## config.mk

```make
export PLATFORM = sky130hd
export DESIGN_NAME = instr_stream_encoder_flat
export DESIGN_NICKNAME = d
export VERILOG_FILES = /design/src/rtl/instr_stream_encoder_if.sv /design/src/rtl/instr_stream_encoder.sv /design/src/flat_wrapper.sv
export SDC_FILE = /design/constraint.sdc
export NUM_CORES = 1
export LEC_CHECK = 0
export BUFFER_PORTS_ARGS = -buffer_cell sky130_fd_sc_hd__buf_2
export CORE_MARGIN = 4
export CORE_UTILIZATION = 35
export DETAILED_ROUTE_END_ITERATION = 7
export GPL_TIMING_DRIVEN = 0
export HOLD_SLACK_MARGIN = 0.12
export PLACE_DENSITY = 0.69
export SYNTH_ARGS = -nofsm -noshare
export SYNTH_HDL_FRONTEND = slang
export SYNTH_SLANG_ARGS = --single-unit
```

## constraint.sdc

```tcl
create_clock -name clk -period 2.63 [get_ports clk]
set_clock_uncertainty 0.15 [all_clocks]
set_input_delay 0.1315 -clock clk [delete_from_list [all_inputs] [get_ports clk]]
set_output_delay 0.1315 -clock clk [all_outputs]
set_load 0.1 [all_outputs]
```

## src/rtl/instr_stream_encoder_if.sv

```systemverilog
// Command and instruction-memory write channel of instr_stream_encoder.
// The master drives field-level commands and observes the memory write port.
interface instr_stream_encoder_if #(
    parameter int DATA_WIDTH = 32,
    parameter int AW         = 8
);
    logic                  in_valid;
    logic                  in_ready;
    logic [2:0]            op;
    logic [4:0]            rd;
    logic [4:0]            rs1;
    logic [4:0]            rs2;
    logic [DATA_WIDTH-1:0] imm;
    logic                  mem_we;
    logic [AW-1:0]         mem_addr;
    logic [DATA_WIDTH-1:0] mem_wdata;

    modport master (
        output in_valid, op, rd, rs1, rs2, imm,
        input  in_ready, mem_we, mem_addr, mem_wdata
    );

    modport slave (
        input  in_valid, op, rd, rs1, rs2, imm,
        output in_ready, mem_we, mem_addr, mem_wdata
    );
endinterface

```

## src/rtl/instr_stream_encoder.sv

```systemverilog
// RV32I field-level command encoder: packs ADD/ADDI/BNE/BEQ/LW/SW commands into
// machine words and writes them to consecutive instruction memory words.
module instr_stream_encoder #(
    parameter int DATA_WIDTH = 32,
    parameter int DEPTH      = 64,
    parameter int BASE_ADDR  = 0,
    parameter int AW         = 8
) (
    input  logic                         clk,
    input  logic                         rst_n,
    instr_stream_encoder_if.slave        bus,
    input  logic                         flush,
    input  logic                         restart,
    output logic [$clog2(DEPTH+1)-1:0]   count,
    output logic                         full,
    output logic                         err,
    output logic [1:0]                   err_code,
    output logic                         done
);
    localparam int CW = $clog2(DEPTH+1);
    localparam logic [CW-1:0] DEPTH_C = CW'(DEPTH);
    localparam logic [AW-1:0] BASE_C  = AW'(BASE_ADDR);

    typedef enum logic {S_LOAD, S_DONE} state_e;

    typedef enum logic [2:0] {
        OP_ADD  = 3'd0,
        OP_ADDI = 3'd1,
        OP_BNE  = 3'd2,
        OP_BEQ  = 3'd3,
        OP_LW   = 3'd4,
        OP_SW   = 3'd5
    } op_e;

    typedef enum logic [1:0] {
        ERR_NONE    = 2'd0,
        ERR_ILLEGAL = 2'd1,
        ERR_RANGE   = 2'd2,
        ERR_FULL    = 2'd3
    } err_e;

    state_e                state_q, state_d;
    logic [CW-1:0]         count_q, count_d;
    logic                  err_q, err_d;
    logic [1:0]            err_code_q, err_code_d;
    logic                  mem_we_q, mem_we_d;
    logic [AW-1:0]         mem_addr_q, mem_addr_d;
    logic [DATA_WIDTH-1:0] mem_wdata_q, mem_wdata_d;

    logic signed [DATA_WIDTH-1:0] imm_s;
    logic                  imm_i_ok, imm_b_ok;
    logic                  cmd_legal;
    logic [1:0]            cmd_err;
    logic [DATA_WIDTH-1:0] cmd_word;
    logic                  full_w, ready_w, take;

    assign imm_s    = $signed(bus.imm);
    assign imm_i_ok = (imm_s >= -2048) && (imm_s <= 2047);
    assign imm_b_ok = (imm_s >= -4096) && (imm_s <= 4094) && !bus.imm[0];

    // NOTE: every variable in an always_comb gets a default first, so no path can infer a latch.
    always_comb begin
        cmd_word  = '0;
        cmd_legal = 1'b0;
        cmd_err   = ERR_ILLEGAL;
        case (bus.op)
            OP_ADD: begin
                cmd_word  = {7'b0000000, bus.rs2, bus.rs1, 3'b000, bus.rd, 7'b0110011};
                cmd_legal = 1'b1;
            end
            OP_ADDI: begin
                cmd_word  = {bus.imm[11:0], bus.rs1, 3'b000, bus.rd, 7'b0010011};
                cmd_legal = imm_i_ok;
                cmd_err   = ERR_RANGE;
            end
            OP_BNE, OP_BEQ: begin
                cmd_word  = {bus.imm[12], bus.imm[10:5], bus.rs2, bus.rs1,
                             (bus.op == OP_BNE) ? 3'b001 : 3'b000,
                             bus.imm[4:1], bus.imm[11], 7'b1100011};
                cmd_legal = imm_b_ok;
                cmd_err   = ERR_RANGE;
            end
            OP_LW: begin
                cmd_word  = {bus.imm[11:0], bus.rs1, 3'b010, bus.rd, 7'b0000011};
                cmd_legal = imm_i_ok;
                cmd_err   = ERR_RANGE;
            end
            OP_SW: begin
                cmd_word  = {bus.imm[11:5], bus.rs2, bus.rs1, 3'b010, bus.imm[4:0], 7'b0100011};
                cmd_legal = imm_i_ok;
                cmd_err   = ERR_RANGE;
            end
            default: ;
        endcase
    end

    assign full_w  = (count_q == DEPTH_C);
    assign ready_w = (state_q == S_LOAD) && !full_w;
    assign take    = bus.in_valid && ready_w;

    always_comb begin
        state_d     = state_q;
        count_d     = count_q;
        err_d       = err_q;
        err_code_d  = err_code_q;
        mem_we_d    = 1'b0;
        mem_addr_d  = mem_addr_q;
        mem_wdata_d = mem_wdata_q;
        case (state_q)
            S_LOAD: begin
                if (take && cmd_legal) begin
                    mem_we_d    = 1'b1;
                    mem_addr_d  = BASE_C + AW'({count_q, 2'b00});
                    mem_wdata_d = cmd_word;
                    count_d     = count_q + 1'b1;
                end
                // Only the first error is recorded; later ones leave the code alone.
                if (!err_q) begin
                    if (take && !cmd_legal) begin
                        err_d      = 1'b1;
                        err_code_d = cmd_err;
                    end else if (full_w && bus.in_valid) begin
                        err_d      = 1'b1;
                        err_code_d = ERR_FULL;
                    end
                end
                if (flush) state_d = S_DONE;
            end
            S_DONE: begin
                if (restart) begin
                    state_d = S_LOAD;
                    count_d = '0;
                end
            end
            default: state_d = S_LOAD;
        endcase
    end

    // NOTE: sequential state uses non-blocking assignments so all flops update together at the edge.
    always_ff @(posedge clk) begin
        if (!rst_n) begin
            state_q     <= S_LOAD;
            count_q     <= '0;
            err_q       <= 1'b0;
            err_code_q  <= ERR_NONE;
            mem_we_q    <= 1'b0;
            mem_addr_q  <= BASE_C;
            mem_wdata_q <= '0;
        end else begin
            state_q     <= state_d;
            count_q     <= count_d;
            err_q       <= err_d;
            err_code_q  <= err_code_d;
            mem_we_q    <= mem_we_d;
            mem_addr_q  <= mem_addr_d;
            mem_wdata_q <= mem_wdata_d;
        end
    end

    assign bus.in_ready  = ready_w;
    assign bus.mem_we    = mem_we_q;
    assign bus.mem_addr  = mem_addr_q;
    assign bus.mem_wdata = mem_wdata_q;
    assign count         = count_q;
    assign full          = full_w;
    assign err           = err_q;
    assign err_code      = err_code_q;
    assign done          = (state_q == S_DONE);

endmodule

```

## src/flat_wrapper.sv

```systemverilog
// flat-port wrapper written by rule: the top's interface ports become plain ports
module instr_stream_encoder_flat 
#(
    parameter int DATA_WIDTH = 32,
    parameter int DEPTH      = 64,
    parameter int BASE_ADDR  = 0,
    parameter int AW         = 8
)
  (clk, rst_n, flush, restart, count, full, err, err_code, done, bus_in_valid, bus_op, bus_rd, bus_rs1, bus_rs2, bus_imm, bus_in_ready, bus_mem_we, bus_mem_addr, bus_mem_wdata);
  instr_stream_encoder_if #(.DATA_WIDTH(DATA_WIDTH), .AW(AW)) bus_i ();
  input  logic clk;
  input  logic rst_n;
  input  logic flush;
  input  logic restart;
  output logic [$clog2(DEPTH+1)-1:0] count;
  output logic full;
  output logic err;
  output logic [1:0] err_code;
  output logic done;
  input wire logic [$bits(bus_i.in_valid)-1:0] bus_in_valid;
  input wire logic [$bits(bus_i.op)-1:0] bus_op;
  input wire logic [$bits(bus_i.rd)-1:0] bus_rd;
  input wire logic [$bits(bus_i.rs1)-1:0] bus_rs1;
  input wire logic [$bits(bus_i.rs2)-1:0] bus_rs2;
  input wire logic [$bits(bus_i.imm)-1:0] bus_imm;
  output wire logic [$bits(bus_i.in_ready)-1:0] bus_in_ready;
  output wire logic [$bits(bus_i.mem_we)-1:0] bus_mem_we;
  output wire logic [$bits(bus_i.mem_addr)-1:0] bus_mem_addr;
  output wire logic [$bits(bus_i.mem_wdata)-1:0] bus_mem_wdata;
  assign bus_i.in_valid = bus_in_valid;
  assign bus_i.op = bus_op;
  assign bus_i.rd = bus_rd;
  assign bus_i.rs1 = bus_rs1;
  assign bus_i.rs2 = bus_rs2;
  assign bus_i.imm = bus_imm;
  assign bus_in_ready = bus_i.in_ready;
  assign bus_mem_we = bus_i.mem_we;
  assign bus_mem_addr = bus_i.mem_addr;
  assign bus_mem_wdata = bus_i.mem_wdata;
  instr_stream_encoder #(.DATA_WIDTH(DATA_WIDTH), .DEPTH(DEPTH), .BASE_ADDR(BASE_ADDR), .AW(AW)) u_core (.clk(clk), .rst_n(rst_n), .bus(bus_i), .flush(flush), .restart(restart), .count(count), .full(full), .err(err), .err_code(err_code), .done(done));
endmodule
```

After elaboration in Yosys (flattened, before gate mapping)
Cells that the tools add are included.
{"block": "word_totals", "output_inout_bits": 54, "ram_bits": 0, "rom_bits": 0, "input_bits": 55, "register_bits": 50, "mem_count": 0, "elab_cells": 59, "latchBits": 0}
{"block": "op_classes", "div": 0, "shift": 0, "muxes": 16, "n_reduce_logical": 20, "n_eq_ne": 8, "mul": 0, "magnitude_cmp": 4, "bitwise": 3, "add_sub_neg": 1}
{"cell": "one-hot mux 32 bit (5 select lines)", "n": 1}
{"cell": ">= comparator 32 x 12 -> 1 bit, second input constant", "n": 1}
{"cell": ">= comparator 32 x 13 -> 1 bit, second input constant", "n": 1}
{"cell": "<= comparator 32 x 12 -> 1 bit, second input constant", "n": 1}
{"cell": "<= comparator 32 x 13 -> 1 bit, second input constant", "n": 1}
{"cell": "two-way mux 7 bit", "n": 2}
{"cell": "one-hot mux 7 bit (2 select lines)", "n": 1}
{"cell": "logical AND 1 bit", "n": 8}
{"cell": "adder 7 x 1 -> 7 bit, second input constant", "n": 1}
{"cell": "== test 7 bit, second input constant", "n": 1}
{"cell": "two-way mux 1 bit", "n": 7}
{"cell": "== test 3 x 2 -> 1 bit, second input constant", "n": 2}
{"cell": "== test 3 bit, second input constant", "n": 2}
{"cell": "two-way mux 2 bit", "n": 3}
{"cell": "OR reduction 5 bit", "n": 1}
{"cell": "inequality test 2 bit, second input constant", "n": 2}
{"cell": "AND reduction 2 bit", "n": 2}
{"cell": "OR reduction 2 bit", "n": 2}
{"cell": "== test 3 x 1 -> 1 bit, second input constant", "n": 1}
{"cell": "zero test 1 bit", "n": 3}
{"cell": "zero test 3 bit", "n": 1}
{"cell": "NOT 1 bit", "n": 3}
{"cell": "one-hot mux 1 bit (3 select lines)", "n": 1}
{"cell": "AND reduction 3 bit", "n": 1}
{"cell": "other kinds (3)", "n": 3}

Logic depth before layout (Yosys ltp)
Gate-level depths: netlist (run 1).
{"block": "logic_depth", "depth_word": 8, "ltp_mapped": 11, "depth_no_buf": 8}

Least setup slack after synthesis (run 1)
Ideal clock, no wire load.
{"block": "synth_path", "path_kind": "register to output", "startpoint": "register u_core.count_q[0], in the netlist u_core.count[0]", "endpoint": "output bus_in_ready", "path_slack_ns": -1.830, "stages_incl_launch_ff": 9, "t_arrival_ns": 4.179, "path_buffers": 2, "t_required_ns": 2.349, "path_cell_list": "dfxtp_1 -> inv_1 -> ha_1 -> nor4b_1 -> nand3b_1 -> inv_1 -> clkbuf_1 -> clkbuf_1 -> nor2_1"}
{"block": "synth_between", "elab_chain_cells": 3}
{"element": "start: declaration", "line_no": "instr_stream_encoder.sv:43", "rtl": "logic [CW-1:0] count_q, count_d;"}
{"element": "start signal: assignment", "line_no": "instr_stream_encoder.sv:151", "rtl": "count_q <= count_d;"}
{"element": "== test 7 bit", "line_no": "instr_stream_encoder.sv:97", "rtl": "assign full_w = (count_q == DEPTH_C);"}
{"element": "named net full", "line_no": "flat_wrapper.sv:16", "rtl": "output logic full;"}
{"element": "zero test 1 bit", "line_no": "instr_stream_encoder.sv:98", "rtl": "assign ready_w = (state_q == S_LOAD) && !full_w;"}
{"element": "logical AND 1 bit", "line_no": "instr_stream_encoder.sv:98"}
{"element": "end: declaration", "line_no": "flat_wrapper.sv:26", "rtl": "output wire logic [$bits(bus_i.in_ready)-1:0] bus_in_ready;"}
The timed path passes the listed nets, and every way through them passes these cells.

Final worst setup path (run 1)
{"block": "layout_path", "startpoint": "input bus_op[2]", "endpoint": "register u_core.mem_wdata_q[26], in the netlist u_core.bus.mem_wdata[26]"}
{"block": "layout_between", "elab_chain_cells": 5, "elab_cells_between_ends": 12, "cone_classes": "eq/ne (5); mux (2); reduce/logical (5)"}
{"element": "start: declaration", "line_no": "flat_wrapper.sv:21", "rtl": "input wire logic [$bits(bus_i.op)-1:0] bus_op;"}
{"element": "== test 3 x 1 -> 1 bit (tied with other cells)", "line_no": "instr_stream_encoder.sv:66", "rtl": "case (bus.op)"}
{"element": "OR reduction 3 bit (no line) / OR reduction 2 bit (equally long branches)"}
{"element": "one-hot mux 1 bit (3 select lines)", "line_no": "instr_stream_encoder.sv:66"}
{"element": "logical AND 1 bit", "line_no": "instr_stream_encoder.sv:111", "rtl": "if (take && cmd_legal) begin"}
{"element": "AND reduction 2 bit (no line)"}
{"element": "end signal: assignment", "line_no": "instr_stream_encoder.sv:156", "rtl": "mem_wdata_q <= mem_wdata_d;"}
{"element": "end: declaration", "line_no": "instr_stream_encoder.sv:48", "rtl": "logic [DATA_WIDTH-1:0] mem_wdata_q, mem_wdata_d;"}
Several ways; a longest one is shown, not always the timed one.
A chain may end at the register's enable or synchronous reset.

==> out/summary.txt, run 1 <==
Status: finished, final reports clean
Clock power share: 32.9%
DR vias: 3225
Pint: 1.10 mW
Diodes inserted: 0
Max Cap Viol: 0
Switch Pwr: 0.488 mW
# IOs: 109
Die ar.: 0.00939 mm^2
Max incr delay on CP: 470 ps
Skew-Pair Late Insertion Delay: 300 ps
Final hold violation count: 0
Global-route wire length before repair: 15600 um
DRT Wirelength: 9560 um
Post-synth EDFFs: 0
Clock sinks: 46
Critical Path Start Type: input pin
Logic pwr share: 22.8%
Root Driver: clkbuf_8
Min Tclk post-route: 2530 ps
Final instance area: 0.00386 mm^2
Synthesis-stage register bit count: 46
Leak: 1.56 nW
Final setup vio count: 0
Final Slew Violations: 0
Power per Cell Area: 413 mW/mm^2
Synth area leaders: dfxtp_1, o31ai_1, a21oi_1
Die Width: 96.9 um
Vias per cell: 5.66
Primary FF master, synth: dfxtp_1
Worst-Margin Slew: 570 ps
Register area share after synthesis: 33.3%
Fill cells: 767
TritonCTS clock tree: built
Starting density of the core: 36.0%
# rows: 32
DRC violations left: 0
F_max: 396 MHz
Cell total after placement: 545
Largest area contributor in the netlist: dfxtp_1
HP Class: in2reg
Wire per inst: 16.8 um
Top cell by count, worst path: buf_2
Worst Path Required: 2710 ps
Final antenna-violating net count: 0
DR iter-0 viols: 188
Flop pwr share: 44.3%
FF+latch area: 935 um^2
Multi-input gate area: 0.00174 mm^2
Share of layout cells above drive strength 1: 38.0%
Sw frac: 30.7%
Cell Area, Placed: 0.00345 mm^2
Syn Inst Count: 337
Gr usage total: 19.7%
Crit path DAT: 2600 ps
Largest net degree at the start of global routing: 14
Synthesis Warnings: 0
Synthesized area per cell: 8.21 um^2
Yosys top cell area share: 33.3%
Post-layout net count: 531
Period utilisation layout: 96.0%
Setup crit end kind: register
Reg2reg setup slack: 210 ps
Initial antenna violation count: 0
Port bufs: 102
Final Hold Slack: 145 ps
Post-Syn Area: 0.00277 mm^2
Worst VDD drop: 0.000212 V
Vias in the first global route: 3173
Max H-tree Level: 2
Final non-filler cell total: 570
Synthesis-to-layout area growth: 39.4%
Number of CTS-inserted buffers: 5
CTS clock-pin slew for the worst setup and hold paths: 90 ps
Worst-path cell chain: buf_2 > buf_2 > inv_2 > ha_2 > or3b_2 > a211oi_2 > a22oi_2 > a21o_4 > buf_6 > or4_1 > a21oi_1
Async SR Flop Fraction: 0%
Slew headroom: 61.0%
Setup CP Type: in2reg
Overflow after GRT: 0
Core Area: 0.00769 mm^2
Dpl hpwl: 7010 um
Critical path peak fanout: 10
Netlist cell types: 51
Crit path max-delay cell type: or3b_2
GPL Wtd Cong: 0.867
Pre-antenna DRT Iters: 5
Clock Path Buffers: 2
Die Ht: 96.9 um
==> layer usage <==
layer	track usage, %	part of all wire, %	up-vias
met3	3.24	5.2	11
met4	4.86	1.3	0
met2	33.4	49	130
met5	0	0	-
li1	-	-	1539
met1	26.0	44	1545
==> cell families (layout without fill, tap and decap cells) <==
kind of cell	count (synthesis)	count (layout)	share of synthesized area (%)
other cells	1	5	0.136
buf+inv	50	177	8.23
xor+xnor	1	1	0.317
compound gates	112	112	28.2
fa+ha+maj	9	9	4.07
mux	9	9	3.57
flops	46	46	33.3
simple gates	109	109	22.2
==> sequential cells by signal, indices dropped and copies added, names as in the netlist <==
register              cells
u_core.bus.mem_addr       6
u_core.bus.mem_wdata     28
u_core.bus.mem_we         1
u_core.count              7
u_core.done               1
u_core.err                1
u_core.err_code           2
==> what timing repair did <==
item | CTS | global route
hold endpoints to repair | 21 | 0
setup endpoints to repair | 33 | 43
hold buffers | 17 | 0
gates resized for setup | 7 | 41
pin swaps | 1 | 1
buffers inserted | 1 | 0
==> worst paths after layout <==
kind                                               start                  endpoint  depth (start not counted)
worst min register to register  u_core.bus.mem_wdata[28]  u_core.bus.mem_wdata[28]                          2
worst max register to register               u_core.done                u_core.err                          6
worst max-delay path                           bus_op[2]  u_core.bus.mem_wdata[26]                         11
worst min-delay path                           bus_op[2]  u_core.bus.mem_wdata[13]                          4
==> placed cells by master, fill, tap and decap left out, types with 6 or more instances in the layout <==
cell           Yosys  routed
buf_2              5     106
a21oi_1           44      43
dfxtp_1           46      39
nand4_1           27      27
o31ai_1           34      23
nand2_1           22      22
nor2_1            19      18
dlygate4sd3_1      0      17
clkbuf_1          24      16
or4_1             14      14
o31ai_2            0      11
buf_4              7      10
a22oi_1           11      10
inv_1             11       9
ha_1               9       8
mux2_2             7       7
clkbuf_8           0       6
==> Yosys cell counts, drive strengths merged, types with 2 or more instances <==
master,n
or4,15
mux2,7
a2111oi,2
a211oi,3
o311ai,3
nor2b,2
o31ai,34
inv,11
or3,2
o21ai,2
nor4,5
ha,9
o21a,2
a21oi,44
a22oi,11
nor3,2
nand2b,3
and3,3
nand2,22
nand3,2
mux2i,2
dfxtp,46
clkbuf,24
o221a,2
nor2,19
buf,15
nand4,27
or3b,2
==> stage by stage <==
stage / power (mW) / setup slack, ps / TNS, ps / utilization [%]
floorplan: 0.950 / 54.4 / 0 / -
global placement: 1.05 / -426 / -11300 / 44.9
detailed placement: 1.05 / -410 / -12390 / 44.9
CTS: 1.59 / 1.15 / 0 / 48.7
global route: 1.65 / -33.3 / -33.3 / 50.2
finish: 1.59 / 104 / 0 / 50.2
==> area by class of cell <==
class                           count  area share [%]
Clock buffer                        7            1.98
Buffer                             38            5.45
Multi-Input combinational cell    245            45.1
Timing Repair Buffer              120            18.1
Tap cell                          102            3.31
Inverter                           11            1.07
Clock inverter                      1           0.779
Sequential cell                    46            24.2
==> power by group through the flow <==
stage               combinational, mW  sequential [mW]  clock (mW)
global route                    0.390            0.707       0.552
global placement                0.324            0.722           0
finish                          0.362            0.706       0.524
CTS                             0.353            0.706       0.532
floorplan                       0.178            0.772           0
detailed placement              0.330            0.722           0
==> worst max-delay path: cells and delay by family <==
kind            cells  cell delay, ps
compound gates      4             800
fa+ha+maj           1             200
buf+inv             4             530
simple gates        2             940
Note: power is estimated with default switching activity, not from simulation.
==> run 2: changes to the inputs <==
--- a/config.mk
+++ b/config.mk
@@ -12,5 +12,5 @@
 export GPL_TIMING_DRIVEN = 0
 export HOLD_SLACK_MARGIN = 0.12
-export PLACE_DENSITY = 0.69
+export PLACE_DENSITY = 0.67
 export SYNTH_ARGS = -nofsm -noshare
 export SYNTH_HDL_FRONTEND = slang
==> constraint.sdc (replaced) <==
create_clock -name clk -period 2.63 [get_ports clk]
set_clock_uncertainty 0.15 [all_clocks]
set_input_delay 0.3945 -clock clk [delete_from_list [all_inputs] [get_ports clk]]
set_output_delay 0.3945 -clock clk [all_outputs]
set_load 0.1 [all_outputs]
==> out/summary.txt, run 2 (same netlist as run 1, synthesis figures left out) <==
DR iter-0 viols: 236
Setup CP Type: in2reg
Dpl hpwl: 7190 um
Global-route wire length before repair: 15000 um
FF-to-FF End: u_core.bus.mem_wdata[11]
Overflow after GRT: 0
Final Hold Slack: 182 ps
Switch Pwr: 0.499 mW
Fill cells: 780
Gr usage total: 19.1%
Largest net degree at the start of global routing: 15
DRC violations left: 0
Hold endpoint: u_core.done
Grt peak-use layer: met2
Sw frac: 32.1%
DR vias: 3189
Setup crit end kind: register
Worst Path Required: 2720 ps
Share of layout cells above drive strength 1: 43.0%
Max H-tree Level: 2
Final non-filler cell total: 562
Critical Path Start Type: input pin
Final hold violation count: 0
Hold Path Depth: 3
Clock power share: 31.8%
Met3 GRT Util: 4.04%
Initial antenna violation count: 0
Synthesis-to-layout area growth: 38.9%
Skew-Pair Late Insertion Delay: 290 ps
Starting density of the core: 36.0%
Pre-antenna DRT Iters: 5
Die Width: 96.9 um
# rows: 32
Root Driver: clkbuf_8
Power per Cell Area: 405 mW/mm^2
Clock Path Buffers: 2
RSZ-0062 raised after global routing: true
Power Total: 1.56 mW
Worst-Margin Slew: 581 ps
Leak: 1.55 nW
Final Slew Violations: 0
Core Area: 0.00769 mm^2
Vias in the first global route: 2944
F_max: 387 MHz
Status: finished, final reports clean
Final antenna-violating net count: 0
Cell total after placement: 545
Crit path DAT: 2670 ps
Post-layout net count: 523
Min Tclk post-route: 2590 ps
Commonest non-fill, non-tap cell in the layout: buf_2
# IOs: 109
Port bufs: 102
Die Ht: 96.9 um
DRT Wirelength: 9470 um
GPL Wtd Cong: 0.870
Die ar.: 0.00939 mm^2
Min-delay src: flush
Cells on worst reg2reg path: 6
Final setup vio count: 0
Diodes inserted: 0
Slew headroom: 61.3%
Worst flop-to-flop path startpoint: u_core.done
Commonest non-fill, non-tap cells in the layout: buf_2, a21oi_1, dfxtp_1
Setup TNS: 0 ps
Grt met2 use: 31.1%
Period utilisation layout: 98.4%
Number of CTS-inserted buffers: 5
Critical path peak fanout: 6
CTS clock-pin slew for the worst setup and hold paths: 90 ps
TritonCTS clock tree: built
Max reg flops: 28
Logic pwr share: 22.8%
M1 GR Usage: 25.8%
Final Core Density: 50.0%
Pint: 1.06 mW
HP Class: in2reg
Clock sinks: 46
Flop pwr share: 45.4%
Max Cap Viol: 0
Reg2reg setup slack: 160 ps
Wire per inst: 16.9 um
Vias per cell: 5.67
Worst VDD drop: 0.000218 V
-- run 2: changes by cell type in the layout (fill, tap and decap cells not counted), moves of 3 or more --
cell	before	now
a21oi_2	1	5
buf_2	106	101
buf_4	10	18
a21oi_1	43	39
inv_1	9	6
buf_6	2	5
dlygate4sd3_1	17	0
-- run 2: repair_timing --
item                       CTS  global route
cloned                       0             0
resized for setup            8            40
pin swaps                    3             9
setup endpoints to repair   45            45
hold buffers                 0             0
buffers inserted             3             7
-- run 2: per-layer routing --
metal  share of wire, %  routed length [um]
met3                6.8                 643
met2                 48                4540
met4                1.9                 179
met5                  0                   0
met1                 43                4110
-- run 2: final cells by class --
class                      instances  area, um^2  share of cell area (%)
inverter                          11        47.5                    1.24
timing repair buffer             112         601                    15.6
tap                              102         128                    3.32
buffer                            38         243                    6.32
clock buffer                       7        97.6                    2.54
clock inverter                     1        6.26                   0.163
sequential                        46         935                    24.3
multi-input combinational        245        1780                    46.4
-- run 2: how the worst max path moves through the flow --
stage,cells after the start,endpoint,from
after floorplan,8,bus_in_ready,u_core.count[0]
after global placement,12,u_core.count[2],bus_op[1]
after detailed placement,12,u_core.bus.mem_addr[4],bus_op[1]
after CTS,9,bus_in_ready,u_core.count[0]
after global routing,10,u_core.count[3],bus_op[2]
final,11,u_core.bus.mem_wdata[15],bus_op[2]
-- run 2: stage by stage --
| stage | setup WS [ps] | area [um^2] |
|---|---|---|
| after floorplan | -21.6 | 2870 |
| after global placement | -507 | 3510 |
| after detailed placement | -537 | 3510 |
| after CTS | 4.58 | 3650 |
| after global routing | -37.9 | 3840 |
| final | 42.8 | 3840 |
-- run 2: power by group through the flow --
stage	clock network [mW]	logic (mW)	registers (mW)
global placement	0	0.329	0.722
floorplan	0	0.181	0.772
global route	0.531	0.379	0.707
CTS	0.501	0.336	0.706
detailed placement	0	0.333	0.723
finish	0.495	0.355	0.706
-- run 2: worst max-delay path, cell delays in order --
cell and delay, ps:
buf_2 140, buf_6 140, inv_4 70, ha_4 130, or3b_4 390, a211oi_2 240, a22oi_2 130, a21o_4 260
buf_4 150, or4_1 500, a21oi_2 140
==> run 3: changes to the inputs <==
Settings changed: CORE_UTILIZATION 35 to 44, CTS_CLUSTER_DIAMETER set to 30, PLACE_DENSITY 0.67 to 0.8.
==> out/summary.txt, run 3 (same netlist as run 1, synthesis figures left out) <==
# IOs: 109
Post-layout net count: 521
Fill cells: 550
Cells on worst reg2reg path: 6
Final non-filler cell total: 533
Final hold violation count: 0
TritonCTS clock tree: built
Starting density of the core: 45.9%
Worst VDD drop: 0.000235 V
Final antenna-violating net count: 0
Global-route wire length before repair: 13900 um
Final Core Density: 63.2%
DRC violations left: 0
Commonest non-fill, non-tap cells in the layout: buf_2, a21oi_1, dfxtp_1
DRT Wirelength: 9030 um
HP Class: in2reg
Setup TNS: 0 ps
FF-to-FF End: u_core.err
DR vias: 3194
Critical path peak fanout: 10
Final Slew Violations: 0
Commonest non-fill, non-tap cell in the layout: buf_2
Dpl hpwl: 6550 um
Vias per cell: 5.99
Multi-input gate area: 0.00180 mm^2
Reg2reg setup slack: 120 ps
Cell total after placement: 518
CTS clock-pin slew for the worst setup and hold paths: 90 ps
Min Tclk post-route: 2580 ps
Max Cap Viol: 0
Clock sinks: 46
Min-delay src: flush
Die ar.: 0.00762 mm^2
Power per Cell Area: 422 mW/mm^2
F_max: 387 MHz
Max reg flops: 28
Diodes inserted: 0
FF+latch area: 935 um^2
Number of CTS-inserted buffers: 5
Leak: 1.53 nW
Pre-antenna DRT Iters: 5
CP startpoint: bus_op[2]
Hold Path Depth: 3
Status: finished, final reports clean
Core Area: 0.00603 mm^2
Critical Path Start Type: input pin
Skew-Pair Late Insertion Delay: 310 ps
Period utilisation layout: 98.2%
Setup crit end kind: register
Synthesis-to-layout area growth: 37.7%
Hold endpoint: u_core.done
DR iter-0 viols: 310
GPL Wtd Cong: 0.910
Worst flop-to-flop path startpoint: u_core.done
Largest net degree at the start of global routing: 16
Wire per inst: 16.9 um
Worst-Margin Slew: 620 ps
Worst Path Required: 2660 ps
Overflow after GRT: 0
Final instance area: 0.00381 mm^2
Final setup vio count: 0
Place WS: -485 ps
Cell Area, Placed: 0.00347 mm^2
Slew headroom: 58.7%
# rows: 28
Die Ht: 87.3 um
Crit path DAT: 2610 ps
Setup CP Type: in2reg
Initial antenna violation count: 0
PnR worst setup slack: 48.4 ps
RSZ-0062 raised after global routing: true
Max H-tree Level: 2
Vias in the first global route: 2932
Port bufs: 102
Share of layout cells above drive strength 1: 42.4%
Die Width: 87.3 um
Clock Path Buffers: 2
Gr usage total: 22.6%
Root Driver: clkbuf_8
[run 3: changes by cell type in the layout (fill, tap and decap cells not counted), sizes merged]
cell,delta
clkbuf,-3
bufinv,+1
buf,-1
clkinv,+1
[run 3: routing by layer]
layer  vias up  track usage [%]  routed length [um]
li1       1523                -                   -
met3        21             5.20                 833
met2       168             36.9                4360
met1      1482             29.9                3650
met5         -                0                   0
met4         0             6.14                 191
[run 3: power breakdown]
| group | switching, mW | internal (mW) |
|---|---|---|
| Combinational | 0.246 | 0.111 |
| Sequential | 0.00510 | 0.701 |
| Clock | 0.258 | 0.285 |
[run 3: metrics by stage]
step / hold WS, ps / power, mW
2_1_floorplan: 362 / 0.953
3_3_place_gp: 305 / 1.05
3_5_place_dp: 306 / 1.05
4_1_cts: 167 / 1.58
5_1_grt: 237 / 1.67
6_report: 163 / 1.61
[run 3: worst max path at each step]
stage / to / slack [ps]
finish: u_core.count[2] / 50
global route: u_core.count[2] / -110
CTS: u_core.count[2] / 5
detailed placement: u_core.bus.mem_wdata[5] / -480
global placement: u_core.count[3] / -500
floorplan: bus_in_ready / -20
[run 3: layout make-up]
| class | instances | area share (%) |
|---|---|---|
| multi-input cells | 245 | 47.2 |
| flip-flops and latches | 46 | 24.5 |
| repair buffers | 110 | 15.3 |
| plain buffers | 38 | 6.27 |
| well taps | 75 | 2.46 |
| clock buffers | 5 | 1.81 |
| inverters | 11 | 1.25 |
| clock inverters | 3 | 1.15 |
[run 3: worst max-delay path, cell delays in order]
cell,delay (ps)
buf_2,140
buf_6,150
or3b_4,400
a2111oi_4,410
a221oi_4,140
a21o_4,230
buf_6,140
buf_4,180
o311ai_2,300
o311ai_1,140
[run 3: timing repair]
action                                 CTS  global route
cloned                                   0             0
setup endpoints to repair               44            45
resized for setup                        8            35
buffers inserted                         1             7
endpoints found under the hold margin    0             0
hold buffers                             0             0
pin swaps                                1             7
